[src/rtl/wb_pipe_pkg.sv]
// Shared types for the memory-to-writeback pipeline register.
// Optional perf counters are enabled with the WB_PIPE_PERF_EN macro (see wb_pipe_reg).
package wb_pipe_pkg;

    localparam int ADDR_W_DEF = 10;
    localparam int DATA_W_DEF = 32;
    localparam int RD_W_DEF   = 5;

    typedef enum logic [1:0] {
        EMPTY = 2'd0,
        ONE   = 2'd1,
        TWO   = 2'd2
    } wb_state_t;

    typedef struct packed {
        logic [ADDR_W_DEF-1:0] dm_addr;
        logic [DATA_W_DEF-1:0] alu_res;
        logic [DATA_W_DEF-1:0] dm_out;
        logic [RD_W_DEF-1:0]   rd;
        logic                  reg_w;
        logic                  mem2r;
        logic [DATA_W_DEF-1:0] wb_data;
    } wb_entry_t;

endpackage

[src/rtl/wb_pipe_slot.sv]
// One valid-tagged entry register; load wins over clear so a pop and refill can share a cycle.
// Latency 1 cycle; no flow control of its own.
module wb_pipe_slot
    import wb_pipe_pkg::*;
#(
    parameter type entry_t = wb_entry_t
) (
    input  logic   clk,
    input  logic   rst,
    input  logic   load,
    input  logic   clear,
    input  entry_t d,
    output entry_t q,
    output logic   valid
);

    always_ff @(posedge clk) begin
        if (rst) begin
            q     <= '0;
            valid <= 1'b0;
        end else if (load) begin
            q     <= d;
            valid <= 1'b1;
        end else if (clear) begin
            valid <= 1'b0;
        end
    end

endmodule

[src/rtl/wb_pipe_reg.sv]
// Memory-to-writeback pipeline register: 2-entry skid, 1-cycle latency, registered in_ready (= skid empty).
// Optional WB_PIPE_PERF_EN adds saturating stall/bubble counters.
module wb_pipe_reg
    import wb_pipe_pkg::*;
#(
    parameter int ADDR_W = ADDR_W_DEF,
    parameter int DATA_W = DATA_W_DEF,
    parameter int RD_W   = RD_W_DEF
) (
    input  logic              clk,
    input  logic              rst,
    input  logic              in_valid,
    output logic              in_ready,
    input  logic              flush,
    input  logic [ADDR_W-1:0] dm_addr,
    input  logic [DATA_W-1:0] alu_res,
    input  logic [DATA_W-1:0] dm_out,
    input  logic [RD_W-1:0]   rd,
    input  logic              reg_w,
    input  logic              mem2r,
    output logic              out_valid,
    input  logic              out_ready,
    output logic [ADDR_W-1:0] out_dm_addr,
    output logic [DATA_W-1:0] out_dm_out,
    output logic [RD_W-1:0]   out_rd,
    output logic              out_reg_w,
    output logic              out_mem2r,
    output logic [DATA_W-1:0] out_wb_data
`ifdef WB_PIPE_PERF_EN
    ,
    output logic [31:0]       stall_cnt,
    output logic [31:0]       bubble_cnt
`endif
);

    // alu_res is only ever observed through wb_data, so it is folded in at write time.
    typedef struct packed {
        logic [ADDR_W-1:0] dm_addr;
        logic [DATA_W-1:0] dm_out;
        logic [RD_W-1:0]   rd;
        logic              reg_w;
        logic              mem2r;
        logic [DATA_W-1:0] wb_data;
    } entry_t;

    wb_state_t state;
    entry_t    in_entry, main_d, main_q, skid_q;
    logic      main_vld, skid_vld;
    logic      main_load, main_clear, skid_load, skid_clear;
    logic      accept, pop;

    assign accept = in_valid && in_ready;
    assign pop    = out_valid && out_ready;

    always_comb begin
        in_entry         = '0;
        in_entry.dm_addr = dm_addr;
        in_entry.dm_out  = dm_out;
        in_entry.rd      = rd;
        in_entry.reg_w   = reg_w;
        in_entry.mem2r   = mem2r;
        in_entry.wb_data = mem2r ? dm_out : alu_res;
    end

    always_comb begin
        main_load  = 1'b0;
        main_clear = flush;
        skid_load  = 1'b0;
        skid_clear = flush;
        main_d     = in_entry;
        if (!flush) begin
            case (state)
                EMPTY: main_load = accept;
                ONE: begin
                    main_load  = accept && pop;
                    skid_load  = accept && !pop;
                    main_clear = pop && !accept;
                end
                TWO: begin
                    main_d     = skid_q;
                    main_load  = pop;
                    skid_clear = pop;
                end
                default: ;
            endcase
        end
    end

    always_ff @(posedge clk) begin
        if (rst || flush) begin
            state    <= EMPTY;
            in_ready <= 1'b1;
        end else begin
            case (state)
                EMPTY: if (accept) state <= ONE;
                ONE: begin
                    if (accept && !pop) begin
                        state    <= TWO;
                        in_ready <= 1'b0;
                    end else if (!accept && pop) begin
                        state <= EMPTY;
                    end
                end
                TWO: begin
                    if (pop) begin
                        state    <= ONE;
                        in_ready <= 1'b1;
                    end
                end
                default: begin
                    state    <= EMPTY;
                    in_ready <= 1'b1;
                end
            endcase
        end
    end

    wb_pipe_slot #(.entry_t(entry_t)) u_main (
        .clk   (clk),
        .rst   (rst),
        .load  (main_load),
        .clear (main_clear),
        .d     (main_d),
        .q     (main_q),
        .valid (main_vld)
    );

    wb_pipe_slot #(.entry_t(entry_t)) u_skid (
        .clk   (clk),
        .rst   (rst),
        .load  (skid_load),
        .clear (skid_clear),
        .d     (in_entry),
        .q     (skid_q),
        .valid (skid_vld)
    );

    // Data fields keep their last value in a bubble; only the write-side controls are gated.
    assign out_valid   = main_vld;
    assign out_dm_addr = main_q.dm_addr;
    assign out_dm_out  = main_q.dm_out;
    assign out_rd      = main_q.rd;
    assign out_mem2r   = main_q.mem2r;
    assign out_reg_w   = main_vld && main_q.reg_w;
    assign out_wb_data = main_vld ? main_q.wb_data : '0;

`ifdef WB_PIPE_PERF_EN
    always_ff @(posedge clk) begin
        if (rst || flush) begin
            stall_cnt  <= '0;
            bubble_cnt <= '0;
        end else begin
            if (out_valid && !out_ready && stall_cnt != '1)
                stall_cnt <= stall_cnt + 32'd1;
            if (!out_valid && bubble_cnt != '1)
                bubble_cnt <= bubble_cnt + 32'd1;
        end
    end
`endif

    logic unused_ok;
    assign unused_ok = skid_vld;

endmodule

[config.mk]
export PLATFORM = sky130hd
export DESIGN_NAME = wb_pipe_reg
export DESIGN_NICKNAME = d
export VERILOG_FILES = /design/src/rtl/wb_pipe_pkg.sv /design/src/rtl/wb_pipe_slot.sv /design/src/rtl/wb_pipe_reg.sv
export SDC_FILE = /design/constraint.sdc
export NUM_CORES = 1
export LEC_CHECK = 0
export BUFFER_PORTS_ARGS = -buffer_cell sky130_fd_sc_hd__buf_4
export CAP_MARGIN = 15
export CORE_UTILIZATION = 55
export DETAILED_ROUTE_END_ITERATION = 12
export PLACE_DENSITY = 0.83
export RECOVER_POWER = 100
export SKIP_CTS_REPAIR_TIMING = 1
export SLEW_MARGIN = 20
export SYNTH_ARGS = -nofsm -noshare
export SYNTH_HDL_FRONTEND = slang
export SYNTH_HIERARCHICAL = 1
export SYNTH_SLANG_ARGS = --single-unit
[constraint.sdc]
create_clock -name clk -period 2.15 [get_ports clk]
set_input_delay 0.1075 -clock clk [delete_from_list [all_inputs] [get_ports clk]]
set_output_delay 0.1075 -clock clk [all_outputs]
set_load 0.03 [all_outputs]
==> run_results.csv, run 1 <==
group,metric,value,unit
place,dp_cells,1028,
clocking,cts_buffers,17,
timing,post-route-min-period,2010,ps
global_route,grt-ovfl-total,0,
critical_path,crit_required,2450,ps
power_and_ir_drop,peakVddDrop,0.000491,V
floorplanning,rows,44,
timing,hold_ws,9.87,ps
power_and_ir_drop,p_leak,4.29,nW
critical_path,cp_common_cell,"nand2_1",
critical_path,crit_path_max_fanout,42,
power_and_ir_drop,power.share.clock,41.2,%
floorplanning,dieArea,0.0153,mm²
global_route,grt_antenna_before_repair,0,
power_and_ir_drop,p_comb_share,14.0,%
run,maxCapViolCount,0,
power_and_ir_drop,p_per_area,720,mW/mm²
finish,post-route-util,69.5,%
synthesis,synthCells,715,
floorplanning,chipHeight,124,µm
power_and_ir_drop,internal_power,5.48,mW
outcome,status,"finished, final reports clean",
global_route,grt_pass1_wl,26100,µm
timing,maxSlewHeadroom,52.0,%
place,pre_cts_ws,241,ps
drt,drt_wl_total,17300,µm
clocking,max-clock-path-buffers,2,
global_route,grt_usage,21.9,%
synthesis,synth_area_per_cell,11.4,µm²
place,io_buffers,168,
critical_path,crit_family,"simple AND/OR/NAND/NOR gates",
finish,final_cells,1107,
timing,maxSlewViolCount,0,
critical_path,cp_cell_sequence,"nand2_1 > nand2_1 > nor4b_2 > buf_6 > mux2i_1 > nor2_1",
floorplanning,initial_core_util,56.2,%
timing,post-route-period-util,93.5,%
finish,drive_above_1_share,29.9,%
synthesis,yosysWarningCount,6,
drt,postRouteAntennaNets,0,
clocking,cts_max_level,4,
critical_path,cpMaxStageDelayCell,"buf_6",
clocking,cts_tree,"done",
timing,final_hold_viol_count,0,
critical_path,cpPeakStageDelay,520,ps
drt,routed-via-count,5715,
finish,nets,997,
drt,dr.pass1.iters,4,
drt,via_per_inst,5.16,
global_route,grt_pass1_vias,5441,
clocking,cts.sinks,166,
clocking,cts-root-buf,"clkbuf_16",
floorplanning,die_w,124,µm
floorplanning,fp.coreArea,0.0145,mm²
power_and_ir_drop,seq_power_share,44.7,%
timing,rsz0062_at_grt,"no",
critical_path,end_kind,"register",
drt,wl_per_cell,15.6,µm
timing,setup_ws,140,ps
critical_path,cp.arrival,2310,ps
timing,setup_viol,0,
place,routabilityCongestion,0.786,
timing,max_freq,498,MHz
floorplanning,ios,169,
power_and_ir_drop,swShare,24.5,%
synthesis,synth_nets,801,
critical_path,start_kind,"register",
place,post-dp-hpwl,10600,µm
worst_hold_path,hold_path_class,"primary input to register",
power_and_ir_drop,p_switching,1.77,mW
timing,tightest_slew,720,ps
clocking,clk_pin_slew,60,ps
timing,tns,0,ps
clocking,clk_latency,420,ps
timing,skew,5.12,ps
finish,area_growth,23.7,%
critical_path,worstSetupPathType,"register to register",
drt,drcViolationCount,0,
drt,drt_iter0_drc,281,
finish,diodes,0,
synthesis,syn_area,0.00813,mm²
critical_path,crit_buf_inv,1,
global_route,grt_max_degree,55,
-- state kept, by name (all words and copies together) (netlist names) --
signal / flops
u_main/q: 81
u_skid/q: 81
state: 2
in_ready: 1
u_main/valid: 1
-- worst reg2reg max path: cells and delay by family (launching register included) --
| kind | cells | cell delay (ps) |
|---|---|---|
| buffers and inverters | 1 | 520 |
| AND/OR/NAND/NOR | 4 | 760 |
| flip-flops | 1 | 310 |
| multiplexers | 1 | 300 |
-- worst paths after layout --
kind	from	endpoint	slack [ps]	cells after the start
setup / recovery	u_main/valid$_SDFFE_PP0P_	u_skid/q[47]$_SDFFE_PP0P_	140	6
hold / removal	flush	in_ready$_SDFFE_PP1P_	10	3
setup reg to reg	u_main/valid$_SDFFE_PP0P_	u_skid/q[47]$_SDFFE_PP0P_	140	6
hold reg to reg	u_main/q[27]$_SDFFE_PP0P_	u_main/q[27]$_SDFFE_PP0P_	490	2
-- stage by stage --
stage                     total power [mW]  instance area [µm²]
final                                 7.25                10100
after global routing                  7.54                10100
after CTS                             7.29                 9800
after detailed placement              4.30                 9220
after global placement                4.27                 9220
after floorplan                       4.00                 8130
-- power by group through the flow --
stage / sequential [mW] / clock [mW] / combinational, mW
2_1_floorplan: 3.40 / 0 / 0.603
3_3_place_gp: 3.31 / 0 / 0.967
3_5_place_dp: 3.31 / 0 / 0.986
4_1_cts: 3.24 / 3.05 / 0.991
5_1_grt: 3.25 / 3.19 / 1.09
6_report: 3.24 / 2.99 / 1.02
-- routing by layer --
metal / vias to the layer above / GRT usage [%] / wire length, µm
met5: - / 0 / 0
met4: 0 / 6.78 / 184
met3: 18 / 7.51 / 1040
met2: 145 / 36.6 / 8410
met1: 2744 / 26.4 / 7650
li1: 2808 / - / -
-- cell usage in the layout, fill, tap and decap left out, types with 3 or more instances in the layout --
master,instances
dfxtp_1,166
nor2_1,165
mux2i_1,162
buf_4,113
mux2_4,80
clkbuf_1,52
dlygate4sd3_1,48
mux2_2,33
and2_0,25
clkbuf_16,17
and2_1,8
clkbuf_2,8
buf_12,8
nand2b_1,3
nand2_1,3
clkinv_2,3
clkinvlp_4,3
-- layout make-up --
class,count,area [µm²]
fillers,1093,4410
multi-input cells,496,4190
flip-flops and latches,166,3320
repair buffers,229,1730
clock buffers,20,457
well taps,184,230
clock inverters,11,126
inverters,1,3.75
No activity file was read; power rests on OpenSTA's default activity.
==> run 2, diff against run 1 <==
--- a/config.mk
+++ b/config.mk
@@ -8,6 +8,7 @@
 export BUFFER_PORTS_ARGS = -buffer_cell sky130_fd_sc_hd__buf_4
 export CAP_MARGIN = 15
 export CORE_UTILIZATION = 55
+export CTS_CLUSTER_SIZE = 16
 export DETAILED_ROUTE_END_ITERATION = 12
 export PLACE_DENSITY = 0.83
 export RECOVER_POWER = 100
==> constraint.sdc (replaced) <==
create_clock -name clk -period 2.3 [get_ports clk]
set_input_delay 0.115 -clock clk [delete_from_list [all_inputs] [get_ports clk]]
set_output_delay 0.115 -clock clk [all_outputs]
set_load 0.03 [all_outputs]
==> run 2 against run 1 <==
  * The run now ends with negative hold slack left
  * Critical endpoint is now out_wb_data[27]
  * Non-clock buffer count fell by 6
  * Sequential share of layout area rose by 0.64 points
  * Final area decreased by 1.9%
  * Power decreased by 8.6%
  * Setup slack better by 130 ps
  * Largest power group unchanged
  * Routed wire length is 1.7% higher
  * Via count increased by 0.80%
  * Clock-buffer cell count rose by 4
  * Clock power down 11%
  * Final cell count is 0.45% lower
==> run_results.csv, run 2 (synthesis gave the netlist of run 1 again) <==
group,metric,value,unit
global_route,grt_usage,21.8,%
floorplanning,die_w,124,µm
finish,nets,991,
clocking,cts_tree,"done",
worst_hold_path,min-delay-start,"dm_out[0]",
timing,post-route-period-util,88.1,%
global_route,grt_pass1_vias,5448,
drt,routed-via-count,5761,
global_route,grt_antenna_before_repair,0,
timing,max_freq,494,MHz
critical_path,start_kind,"register",
drt,dr.pass1.iters,4,
clocking,clk_pin_slew,60,ps
place,io_buffers,168,
timing,hold_ws,-36.9,ps
place,post-dp-hpwl,10600,µm
drt,wl_per_cell,16.0,µm
place,dp_cells,1028,
clocking,cts.sinks,166,
power_and_ir_drop,internal_power,5.01,mW
outcome,violations,"negative hold slack",
power_and_ir_drop,p_comb_share,13.9,%
floorplanning,chipHeight,124,µm
finish,top_regs,"u_main/q (81), u_skid/q (81), state (2)",
finish,drive_above_1_share,27.0,%
global_route,grt_max_degree,81,
floorplanning,initial_core_util,56.2,%
timing,tns,0,ps
timing,skew,8.43,ps
floorplanning,fp.coreArea,0.0145,mm²
power_and_ir_drop,p_per_area,671,mW/mm²
worst_hold_path,hold_path_class,"primary input to register",
timing,maxSlewHeadroom,52.3,%
critical_path,crit_required,2180,ps
clocking,clk_latency,420,ps
timing,tightest_slew,716,ps
critical_path,worstSetupPathType,"register to output port",
critical_path,crit_path_max_fanout,36,
finish,final_cells,1102,
power_and_ir_drop,p_switching,1.61,mW
clocking,cts_buffers,17,
timing,post-route-min-period,2030,ps
critical_path,r2r-start,"state[0]$_SDFFE_PP0P_",
drt,drt_iter0_drc,399,
drt,drt_wl_total,17600,µm
run,maxCapViolCount,0,
critical_path,end_kind,"output port",
place,routabilityCongestion,0.763,
timing,setup_viol,0,
finish,layout_common_cells,"dfxtp_1 (166), nor2_1 (165), mux2i_1 (162)",
clocking,cts-root-buf,"clkbuf_16",
timing,final_hold_viol_count,3,
finish,diodes,0,
power_and_ir_drop,peakVddDrop,0.000508,V
power_and_ir_drop,power,6.62,mW
clocking,cts_max_level,4,
critical_path,cp.arrival,1910,ps
finish,layout_commonest_cell,"dfxtp_1",
floorplanning,rows,44,
critical_path,critPathLaunch,"u_main/valid$_SDFFE_PP0P_",
global_route,grt_pass1_wl,26000,µm
finish,area_growth,21.4,%
power_and_ir_drop,swShare,24.4,%
global_route,grt-ovfl-total,0,
clocking,max-clock-path-buffers,2,
outcome,status,"finished with violations",
timing,rsz0062_at_grt,"no",
timing,maxSlewViolCount,0,
power_and_ir_drop,seq_power_share,45.8,%
floorplanning,dieArea,0.0153,mm²
drt,via_per_inst,5.23,
drt,drcViolationCount,0,
power_and_ir_drop,power.share.clock,40.3,%
floorplanning,ios,169,
drt,postRouteAntennaNets,0,
power_and_ir_drop,p_leak,4.12,nW
[run 2: changes by cell type in the layout (fill, tap and decap cells not counted), sizes merged]
cell,delta
dlygate4sd3,-6
clkbuf,+3
buf,+1
bufinv,-1
clkinvlp,-1
inv,-1
[run 2: power by group through the flow]
| stage | Combinational, mW | Clock [mW] | Sequential, mW |
|---|---|---|---|
| CTS | 0.921 | 2.72 | 3.03 |
| finish | 0.919 | 2.67 | 3.03 |
| global placement | 0.901 | 0 | 3.09 |
| floorplan | 0.564 | 0 | 3.18 |
| detailed placement | 0.915 | 0 | 3.09 |
| global route | 0.989 | 2.83 | 3.04 |
[run 2: stage by stage]
stage,worst slack (ps),util (%),area [µm²]
after floorplan,232,-,8130
after global placement,462,63.6,9210
after detailed placement,417,63.6,9210
after CTS,396,67.4,9760
after global routing,127,68.2,9870
final,275,68.2,9870
[run 2: worst max-delay path, cell delays in order, from the launching register on]
cell	delay, ps
dfxtp_1	330
clkbuf_2	580
and2_1	220
clkbuf_1	360
[run 2: worst paths after layout]
check             slack (ps)                        end  cells after the start
setup / recovery         270            out_wb_data[27]                      3
hold / removal           -40  u_skid/q[39]$_SDFFE_PP0P_                      3
setup reg to reg         290  u_main/q[12]$_SDFFE_PP0P_                      6
hold reg to reg          490  u_main/q[37]$_SDFFE_PP0P_                      2
[run 2: final cells by class]
| class | count | area (µm²) |
|---|---|---|
| clock buffer | 24 | 482 |
| clock inverter | 8 | 73.8 |
| fill | 1123 | 4610 |
| inverter | 1 | 3.75 |
| multi-input combinational | 496 | 4110 |
| sequential | 166 | 3320 |
| tap | 184 | 230 |
| timing repair buffer | 223 | 1650 |
[run 2: routing by layer]
| layer | part of all wire [%] | vias up | global-route usage, % |
|---|---|---|---|
| met5 | 0 | - | 0 |
| met4 | 1.5 | 0 | 7.61 |
| met3 | 6.3 | 24 | 6.32 |
| met2 | 49 | 161 | 37.4 |
| met1 | 43 | 2771 | 26.0 |
| li1 | - | 2805 | - |
